**src/rtl/store_queue_ring.sv**
```systemverilog
// Circular store queue indexed by storeSqN: holds stores until commit, drains them in order
// to the cache store port and forwards store bytes to NUM_LD load ports.
module store_queue_ring #(
    parameter int          NUM_ENTRIES = 8,
    parameter int          NUM_EVICT   = 2,
    parameter int          NUM_LD      = 2,
    parameter int          SQN_W       = 7,
    parameter int          STSQN_W     = 6,
    parameter logic [31:0] MMIO_MASK   = 32'hF000_0000,
    parameter logic [31:0] MMIO_MATCH  = 32'hF000_0000
) (
    input  logic                    clk,
    input  logic                    rst,
    input  logic                    IN_stallSt,
    input  logic                    IN_st_valid,
    input  logic [SQN_W-1:0]        IN_st_sqN,
    input  logic [STSQN_W-1:0]      IN_st_storeSqN,
    input  logic [31:0]             IN_st_addr,
    input  logic [31:0]             IN_st_data,
    input  logic [3:0]              IN_st_wmask,
    input  logic                    IN_st_exc,
    input  logic [NUM_LD-1:0]       IN_ld_valid,
    input  logic [NUM_LD*SQN_W-1:0] IN_ld_sqN,
    input  logic [NUM_LD*32-1:0]    IN_ld_addr,
    input  logic [NUM_LD*2-1:0]     IN_ld_size,
    input  logic [NUM_LD-1:0]       IN_stallLd,
    input  logic [SQN_W-1:0]        IN_curSqN,
    input  logic                    IN_br_taken,
    input  logic                    IN_br_flush,
    input  logic [SQN_W-1:0]        IN_br_sqN,
    output logic                    OUT_st_valid,
    output logic [31:0]             OUT_st_addr,
    output logic [31:0]             OUT_st_data,
    output logic [3:0]              OUT_st_wmask,
    output logic [NUM_LD*32-1:0]    OUT_ldData,
    output logic [NUM_LD*4-1:0]     OUT_ldMask,
    output logic                    OUT_empty,
    output logic                    OUT_done,
    output logic                    OUT_flush,
    output logic [STSQN_W-1:0]      OUT_maxStoreSqN
);
    localparam int IDX_W = $clog2(NUM_ENTRIES);

    function automatic logic is_mmio(input logic [31:0] a);
        return (a & MMIO_MASK) == MMIO_MATCH;
    endfunction

    // $signed(a - b) > 0, wrap-safe
    function automatic logic sqn_after(input logic [SQN_W-1:0] a, input logic [SQN_W-1:0] b);
        logic [SQN_W-1:0] diff;
        diff = a - b;
        return !diff[SQN_W-1] && (diff != '0);
    endfunction

    // $signed(a - b) < 0, wrap-safe
    function automatic logic sqn_before(input logic [SQN_W-1:0] a, input logic [SQN_W-1:0] b);
        logic [SQN_W-1:0] diff;
        diff = a - b;
        return diff[SQN_W-1];
    endfunction

    logic [NUM_ENTRIES-1:0] valid_q, valid_d, ready_q, ready_d;
    logic [SQN_W-1:0]       sqn_q   [NUM_ENTRIES];
    logic [SQN_W-1:0]       sqn_d   [NUM_ENTRIES];
    logic [31:0]            addr_q  [NUM_ENTRIES];
    logic [31:0]            addr_d  [NUM_ENTRIES];
    logic [31:0]            data_q  [NUM_ENTRIES];
    logic [31:0]            data_d  [NUM_ENTRIES];
    logic [3:0]             wmask_q [NUM_ENTRIES];
    logic [3:0]             wmask_d [NUM_ENTRIES];

    logic [NUM_EVICT-1:0]   ev_valid_q, ev_valid_d;
    logic [31:0]            ev_addr_q  [NUM_EVICT];
    logic [31:0]            ev_addr_d  [NUM_EVICT];
    logic [31:0]            ev_data_q  [NUM_EVICT];
    logic [31:0]            ev_data_d  [NUM_EVICT];
    logic [3:0]             ev_wmask_q [NUM_EVICT];
    logic [3:0]             ev_wmask_d [NUM_EVICT];

    logic [STSQN_W-1:0]     head_q, head_d, max_sqn_q, max_sqn_d;
    logic                   mmio_hold_q, mmio_hold_d;
    logic                   st_valid_q, st_valid_d;
    logic [31:0]            st_addr_q, st_addr_d, st_data_q, st_data_d;
    logic [3:0]             st_wmask_q, st_wmask_d;
    logic                   empty_q, empty_d, flush_q, flush_d;

    logic [IDX_W-1:0]       head_idx, enq_idx;
    logic                   head_valid, head_ready, head_mmio, deq, enq;
    logic [STSQN_W-1:0]     enq_dist;

    assign head_idx   = head_q[IDX_W-1:0];
    assign enq_idx    = IN_st_storeSqN[IDX_W-1:0];
    assign head_valid = valid_q[head_idx];
    assign head_ready = ready_q[head_idx];
    assign head_mmio  = is_mmio(addr_q[head_idx]);
    assign deq = head_valid && head_ready && !IN_stallSt && !IN_br_taken &&
                 (!mmio_hold_q || head_mmio);
    assign enq = IN_st_valid && !IN_st_exc && (!IN_br_taken || !sqn_after(IN_st_sqN, IN_br_sqN));
    assign enq_dist = IN_st_storeSqN - head_q;

    assert property (@(posedge clk) disable iff (rst) enq |-> (enq_dist < STSQN_W'(NUM_ENTRIES)));

    // Entry state: commit, branch kill, dequeue, then enqueue (enqueue wins on the same slot)
    always_comb begin
        valid_d = valid_q;
        ready_d = ready_q;
        sqn_d   = sqn_q;
        addr_d  = addr_q;
        data_d  = data_q;
        wmask_d = wmask_q;
        for (int i = 0; i < NUM_ENTRIES; i++) begin
            if (sqn_after(IN_curSqN, sqn_q[i])) ready_d[i] = 1'b1;
            if (IN_br_taken && !ready_q[i] && sqn_after(sqn_q[i], IN_br_sqN)) valid_d[i] = 1'b0;
        end
        if (deq) valid_d[head_idx] = 1'b0;
        if (enq) begin
            valid_d[enq_idx] = 1'b1;
            ready_d[enq_idx] = 1'b0;
            sqn_d[enq_idx]   = IN_st_sqN;
            addr_d[enq_idx]  = IN_st_addr;
            data_d[enq_idx]  = IN_st_data;
            wmask_d[enq_idx] = IN_st_wmask;
        end
    end

    always_comb begin
        head_d      = head_q + STSQN_W'(deq);
        st_valid_d  = st_valid_q;
        st_addr_d   = st_addr_q;
        st_data_d   = st_data_q;
        st_wmask_d  = st_wmask_q;
        mmio_hold_d = mmio_hold_q;
        ev_valid_d  = ev_valid_q;
        ev_addr_d   = ev_addr_q;
        ev_data_d   = ev_data_q;
        ev_wmask_d  = ev_wmask_q;
        if (deq) begin
            st_valid_d  = 1'b1;
            st_addr_d   = addr_q[head_idx];
            st_data_d   = data_q[head_idx];
            st_wmask_d  = wmask_q[head_idx];
            mmio_hold_d = head_mmio;
            for (int e = 0; e < NUM_EVICT - 1; e++) begin
                ev_valid_d[e] = ev_valid_q[e+1];
                ev_addr_d[e]  = ev_addr_q[e+1];
                ev_data_d[e]  = ev_data_q[e+1];
                ev_wmask_d[e] = ev_wmask_q[e+1];
            end
            ev_valid_d[NUM_EVICT-1] = 1'b1;
            ev_addr_d[NUM_EVICT-1]  = addr_q[head_idx];
            ev_data_d[NUM_EVICT-1]  = data_q[head_idx];
            ev_wmask_d[NUM_EVICT-1] = wmask_q[head_idx];
        end else if (!IN_stallSt) begin
            // An idle port cycle releases the MMIO hold, giving one bubble after an MMIO store
            st_valid_d  = 1'b0;
            mmio_hold_d = 1'b0;
        end
        if (flush_q) ev_valid_d = '0;
        flush_d   = IN_br_flush ? 1'b1 : (empty_q ? 1'b0 : flush_q);
        empty_d   = (valid_q == '0) && !enq;
        max_sqn_d = head_d + STSQN_W'(NUM_ENTRIES - 1);
    end

    always_ff @(posedge clk or posedge rst) begin
        if (rst) begin
            valid_q     <= '0;
            ready_q     <= '0;
            ev_valid_q  <= '0;
            head_q      <= '0;
            max_sqn_q   <= STSQN_W'(NUM_ENTRIES - 1);
            mmio_hold_q <= 1'b0;
            st_valid_q  <= 1'b0;
            st_addr_q   <= '0;
            st_data_q   <= '0;
            st_wmask_q  <= '0;
            empty_q     <= 1'b1;
            flush_q     <= 1'b0;
            for (int i = 0; i < NUM_ENTRIES; i++) begin
                sqn_q[i]   <= '0;
                addr_q[i]  <= '0;
                data_q[i]  <= '0;
                wmask_q[i] <= '0;
            end
            for (int e = 0; e < NUM_EVICT; e++) begin
                ev_addr_q[e]  <= '0;
                ev_data_q[e]  <= '0;
                ev_wmask_q[e] <= '0;
            end
        end else begin
            valid_q     <= valid_d;
            ready_q     <= ready_d;
            sqn_q       <= sqn_d;
            addr_q      <= addr_d;
            data_q      <= data_d;
            wmask_q     <= wmask_d;
            ev_valid_q  <= ev_valid_d;
            ev_addr_q   <= ev_addr_d;
            ev_data_q   <= ev_data_d;
            ev_wmask_q  <= ev_wmask_d;
            head_q      <= head_d;
            max_sqn_q   <= max_sqn_d;
            mmio_hold_q <= mmio_hold_d;
            st_valid_q  <= st_valid_d;
            st_addr_q   <= st_addr_d;
            st_data_q   <= st_data_d;
            st_wmask_q  <= st_wmask_d;
            empty_q     <= empty_d;
            flush_q     <= flush_d;
        end
    end

    assign OUT_st_valid    = st_valid_q;
    assign OUT_st_addr     = st_addr_q;
    assign OUT_st_data     = st_data_q;
    assign OUT_st_wmask    = st_wmask_q;
    assign OUT_empty       = empty_q;
    assign OUT_flush       = flush_q;
    assign OUT_maxStoreSqN = max_sqn_q;
    assign OUT_done = (!head_valid || (!head_ready && !sqn_after(IN_curSqN, sqn_q[head_idx]))) &&
                      !IN_stallSt;

    for (genvar gi = 0; gi < NUM_LD; gi++) begin : g_ld
        logic [31:0]      la;
        logic [SQN_W-1:0] lsqn;
        logic [1:0]       lsize;
        logic [31:0]      fwd_data, ld_data_q, ld_data_d;
        logic [3:0]       fwd_mask, ld_mask_q, ld_mask_d;
        logic [IDX_W-1:0] idx;

        assign la    = IN_ld_addr[gi*32 +: 32];
        assign lsqn  = IN_ld_sqN[gi*SQN_W +: SQN_W];
        assign lsize = IN_ld_size[gi*2 +: 2];

        // Oldest first so that younger stores override per byte
        always_comb begin
            fwd_data = '0;
            idx      = '0;
            case (lsize)
                2'd0:    fwd_mask = ~(4'b0001 << la[1:0]);
                2'd1:    fwd_mask = la[1] ? ~4'b1100 : ~4'b0011;
                default: fwd_mask = 4'b0000;
            endcase
            for (int e = 0; e < NUM_EVICT; e++) begin
                if (ev_valid_q[e] && ev_addr_q[e][31:2] == la[31:2] && !is_mmio(ev_addr_q[e])) begin
                    for (int b = 0; b < 4; b++) begin
                        if (ev_wmask_q[e][b]) begin
                            fwd_data[b*8 +: 8] = ev_data_q[e][b*8 +: 8];
                            fwd_mask[b] = 1'b1;
                        end
                    end
                end
            end
            for (int k = 0; k < NUM_ENTRIES; k++) begin
                idx = head_idx + IDX_W'(k);
                if (valid_q[idx] && addr_q[idx][31:2] == la[31:2] && !is_mmio(addr_q[idx]) &&
                    (sqn_before(sqn_q[idx], lsqn) || ready_q[idx])) begin
                    for (int b = 0; b < 4; b++) begin
                        if (wmask_q[idx][b]) begin
                            fwd_data[b*8 +: 8] = data_q[idx][b*8 +: 8];
                            fwd_mask[b] = 1'b1;
                        end
                    end
                end
            end
        end

        always_comb begin
            ld_data_d = '0;
            ld_mask_d = '0;
            if (IN_stallLd[gi]) begin
                ld_data_d = ld_data_q;
                ld_mask_d = ld_mask_q;
            end else if (IN_ld_valid[gi]) begin
                ld_data_d = fwd_data;
                ld_mask_d = fwd_mask;
            end
        end

        always_ff @(posedge clk or posedge rst) begin
            if (rst) begin
                ld_data_q <= '0;
                ld_mask_q <= '0;
            end else begin
                ld_data_q <= ld_data_d;
                ld_mask_q <= ld_mask_d;
            end
        end

        assign OUT_ldData[gi*32 +: 32] = ld_data_q;
        assign OUT_ldMask[gi*4 +: 4]   = ld_mask_q;
    end
endmodule
```
**config.mk**
```make
export PLATFORM = sky130hd
export DESIGN_NAME = store_queue_ring
export DESIGN_NICKNAME = d
export VERILOG_FILES = /design/src/rtl/store_queue_ring.sv
export SDC_FILE = /design/constraint.sdc
export NUM_CORES = 2
export LEC_CHECK = 0
export ABC_CLOCK_PERIOD_IN_PS = 27300
export BUFFER_PORTS_ARGS = -buffer_cell sky130_fd_sc_hd__buf_2
export CORE_MARGIN = 1.5
export CORE_UTILIZATION = 54
export DETAILED_ROUTE_END_ITERATION = 10
export PLACE_DENSITY = 0.8
export REMOVE_ABC_BUFFERS = 1
export SLEW_MARGIN = 10
export SYNTH_ARGS = -nofsm -noshare
export SYNTH_HDL_FRONTEND = slang
export SYNTH_SLANG_ARGS = --single-unit
```
**constraint.sdc**
```tcl
create_clock -name clk -period 27.3 [get_ports clk]
set_input_delay 1.365 -clock clk [delete_from_list [all_inputs] [get_ports clk]]
set_output_delay 1.365 -clock clk [all_outputs]
set_load 0.01 [all_outputs]
```
==> metrics.md <==
| Metric | Value |
|---|---|
| Yosys top cell by area | `dfrtp_1` |
| Synth warn | `0` |
| Worst VDD drop | `0.1206 mV` |
| Placed insts | `10,010` |
| H-Tree Depth | `3` |
| First-pass GRT wire length | `552,700 um` |
| Leak | `36.44 nW` |
| Clk_lat worst skew | `0.78 ns` |
| Worst Setup End Kind | `flop` |
| Avg WL per Cell | `38.88 um` |
| # nets final | `8,497` |
| DRC violations left | `1` |
| Clk sinks | `840` |
| Die area | `0.1545 mm2` |
| Slew @ Worst Pin | `1.400 ns` |
| Seq/Total Area, Yosys | `25.60%` |
| Post-Synthesis Cell Area | `0.08214 mm2` |
| Slew Limit Fails | `0` |
| Crit Path Max Fanout | `62` |
| Boundary pin count | `338` |
| Synth top area share | `25.47%` |
| Via count | `77,920` |
| Postcts setup bufs | `0` |
| Vias per cell | `7.624` |
| Num rows | `142` |
| Number of buffers added on ports | `334` |
| CTS root buffer | `clkbuf_16` |
| Ys flop type | `dfrtp_1` |
| WL final | `397,300 um` |
| Reg power frac | `16.5%` |
| DRT iter0 DRCs | `12,560` |
| Gr usage total | `50.59%` |
| Drt first pass iters | `11` |
| Total of max-cap violations | `0` |
| ANT nets after route | `0` |
| P&R area growth vs syn | `7.346%` |
| Switching power | `7.423 mW` |
| Failing checks | `design-rule violations` |
| Part of the power in combinational logic | `72.6%` |
| Pwr/cell area | `153.6 mW/mm2` |
| Post-route non-filler standard cell count | `10,220` |
| Vias in the first global route | `73,360` |
| RSZ-0062 raised after global routing | `no` |
| Switch share | `54.80%` |
| Most frequent cell after synthesis | `nand2_1` |
| TritonCTS buffer count | `100` |
| Pwr Total | `13.55 mW` |
| Asr flop ratio synth | `100.0%` |
| Int Power | `6.123 mW` |
| Hold_buf cts | `0` |
| Commonest cells in the netlist | `nand2_1, dfrtp_1, mux2_2` |
| Post-CTS sizing | `0` |
| Fillers | `12,700` |
| Outcome | `complete, but fails checks` |
| Dominant cells by area after synthesis | `dfrtp_1, mux4_2, mux2_2, mux2i_1, xnor2_1` |
| Final worst-path cycle share | `39.69%` |
| Hold Crit Class | `reg2reg` |
| Post-Synthesis Cells | `8,139` |
| Setup CP Type | `reg2reg` |
| Initial Utilization | `54.58%` |
| Syn Area/Cell | `10.09 um2` |
| Core footprint | `0.1505 mm2` |
| Die width | `393.0 um` |
| Dpl hpwl | `286,800 um` |
| Congestion Overflow GR | `0` |
| Area of the multi-input gates | `0.05720 mm2` |
| Worst Skew | `0.05820 ns` |
| # setup viols final | `0` |
| Clk pwr share | `10.9%` |
| Yosys cell types | `115` |
| Arr. time, crit path | `11.46 ns` |
| Pin count of the biggest net entering global routing | `168` |
| Register bit total from synthesis | `840` |
| Seq. cell area | `0.02104 mm2` |
| Slew margin rel. | `6.679%` |
| Layout cells sized above 1 | `26.39%` |
| Final hold viol count | `0` |
| CP Data Required Time | `27.93 ns` |
| FMAX | `92.28 MHz` |
| Initial antenna violation count | `36` |
| Reg clk slew, reported paths | `0.06 ns` |
| Post-synth EDFFs | `0` |
| Chip height | `393.0 um` |
| Crit path time final | `10.84 ns` |
| CTS tree | `built` |
| Maximum clock path buffer count | `3` |
| GP Congestion | `1.131` |
| Startpoint types | `flop` |
-- final timing paths --
path                                          start                                end  slack, ns  cells after the start
setup / recovery                head_q[2]$_DFF_PP0_  g_ld[0].ld_data_q[17]$_DFFE_PP0N_      16.46                     18
hold / removal             OUT_st_valid$_DFFE_PP0P_           OUT_st_valid$_DFFE_PP0P_       0.49                      2
setup reg to reg                head_q[2]$_DFF_PP0_  g_ld[0].ld_data_q[17]$_DFFE_PP0N_      16.46                     18
hold reg to reg            OUT_st_valid$_DFFE_PP0P_           OUT_st_valid$_DFFE_PP0P_       0.49                      2
max in group asynchronous                       rst             data_q[15]$_DFFE_PP0P_      23.41                      5
min in group asynchronous                       rst              sqn_q[16]$_DFFE_PP0P_       0.73                      2
-- critical path: stages, from the launching register on --
cell	delay, ns
dfrtp_4	0.85
clkinv_2	0.70
ha_4	1.06
buf_4	0.83
buf_4	0.59
buf_4	0.81
buf_4	0.61
nand2_1	0.50
o22a_1	0.37
a21oi_1	0.39
o221ai_1	0.24
or4_1	0.69
a21oi_1	0.54
and2_1	0.49
buf_4	0.32
nor2b_1	0.63
a211oi_1	0.17
a2111oi_1	0.58
o21ai_1	0.11
-- cell usage in the layout, fill, tap and decap left out, types with 171 or more instances in the layout --
cell type and instances:
buf_2 334, nand3_1 173, ha_1 195, mux2_2 751, buf_4 171, mux2i_1 510, dfrtp_1 833, nand2_1 973
nor2_1 267, mux4_2 600, xnor2_1 555, a21oi_1 225, o21ai_0 280
-- cell families (layout without fill, tap and decap cells) --
| kind of cell | count (synthesis) | after routing | share of synthesized area [%] |
|---|---|---|---|
| AO/OA/AOI/OAI | 1352 | 1352 | 11.12 |
| XOR/XNOR | 690 | 690 | 7.401 |
| adder cells (fa/ha/maj) | 215 | 215 | 3.439 |
| buffers and inverters | 841 | 878 | 5.065 |
| flip-flops | 840 | 840 | 25.60 |
| multiplexers | 1876 | 1876 | 33.34 |
| other | 0 | 28 | 0 |
| AND/OR/NAND/NOR | 2325 | 2325 | 14.03 |
-- final cells by class --
type                    instances  share of cell area (%)
clock inverters                47                  0.7762
clock buffers                 137                   3.281
well taps                    2016                   2.861
multi-input cells            6458                   64.87
repair buffers                511                   3.488
flip-flops and latches        840                   23.86
inverters                     183                  0.7932
diodes                         28                 0.07946
-- sequential cells by signal, indices dropped and copies added, names as in the netlist, 8 cells and up --
name,count
ev_data_q,32
ev_addr_q,30
ready_q,8
addr_q,256
g_ld.ld_data_q,64
data_q,256
OUT_st_addr,32
g_ld.ld_mask_q,8
OUT_st_data,32
wmask_q,32
valid_q,8
sqn_q,56
-- metrics by stage --
stage	util [%]	cell area (um2)	hold slack (ns)	TNS [ns]	setup slack, ns
after floorplan	-	78670	0.4516	-2679.41	-17.53
final	58.59	88180	0.4904	0	16.46
after global placement	56.17	84530	0.4601	0	17.21
after CTS	58.55	88100	0.4825	0	17.04
after detailed placement	56.17	84530	0.4652	0	17.10
after global routing	58.56	88130	0.5069	0	16.58
-- routing by layer --
metal / share of wire (%) / GRT usage, % / up-vias
met3: 16 / 22.14 / 1822
met1: 36 / 64.02 / 38420
met5: 0.14 / 1.946 / -
met2: 39 / 68.35 / 6950
li1: - / - / 30700
met4: 9.3 / 35.65 / 36
-- power by group through the flow --
| stage | clock [mW] | sequential, mW | combinational [mW] |
|---|---|---|---|
| 2_1_floorplan | 0 | 2.24 | 7.63 |
| 3_3_place_gp | 0 | 2.15 | 9.16 |
| 3_5_place_dp | 0 | 2.20 | 9.27 |
| 4_1_cts | 1.48 | 2.18 | 9.33 |
| 5_1_grt | 1.53 | 2.26 | 10.0 |
| 6_report | 1.48 | 2.23 | 9.84 |
(Power assumes the default switching activity.)
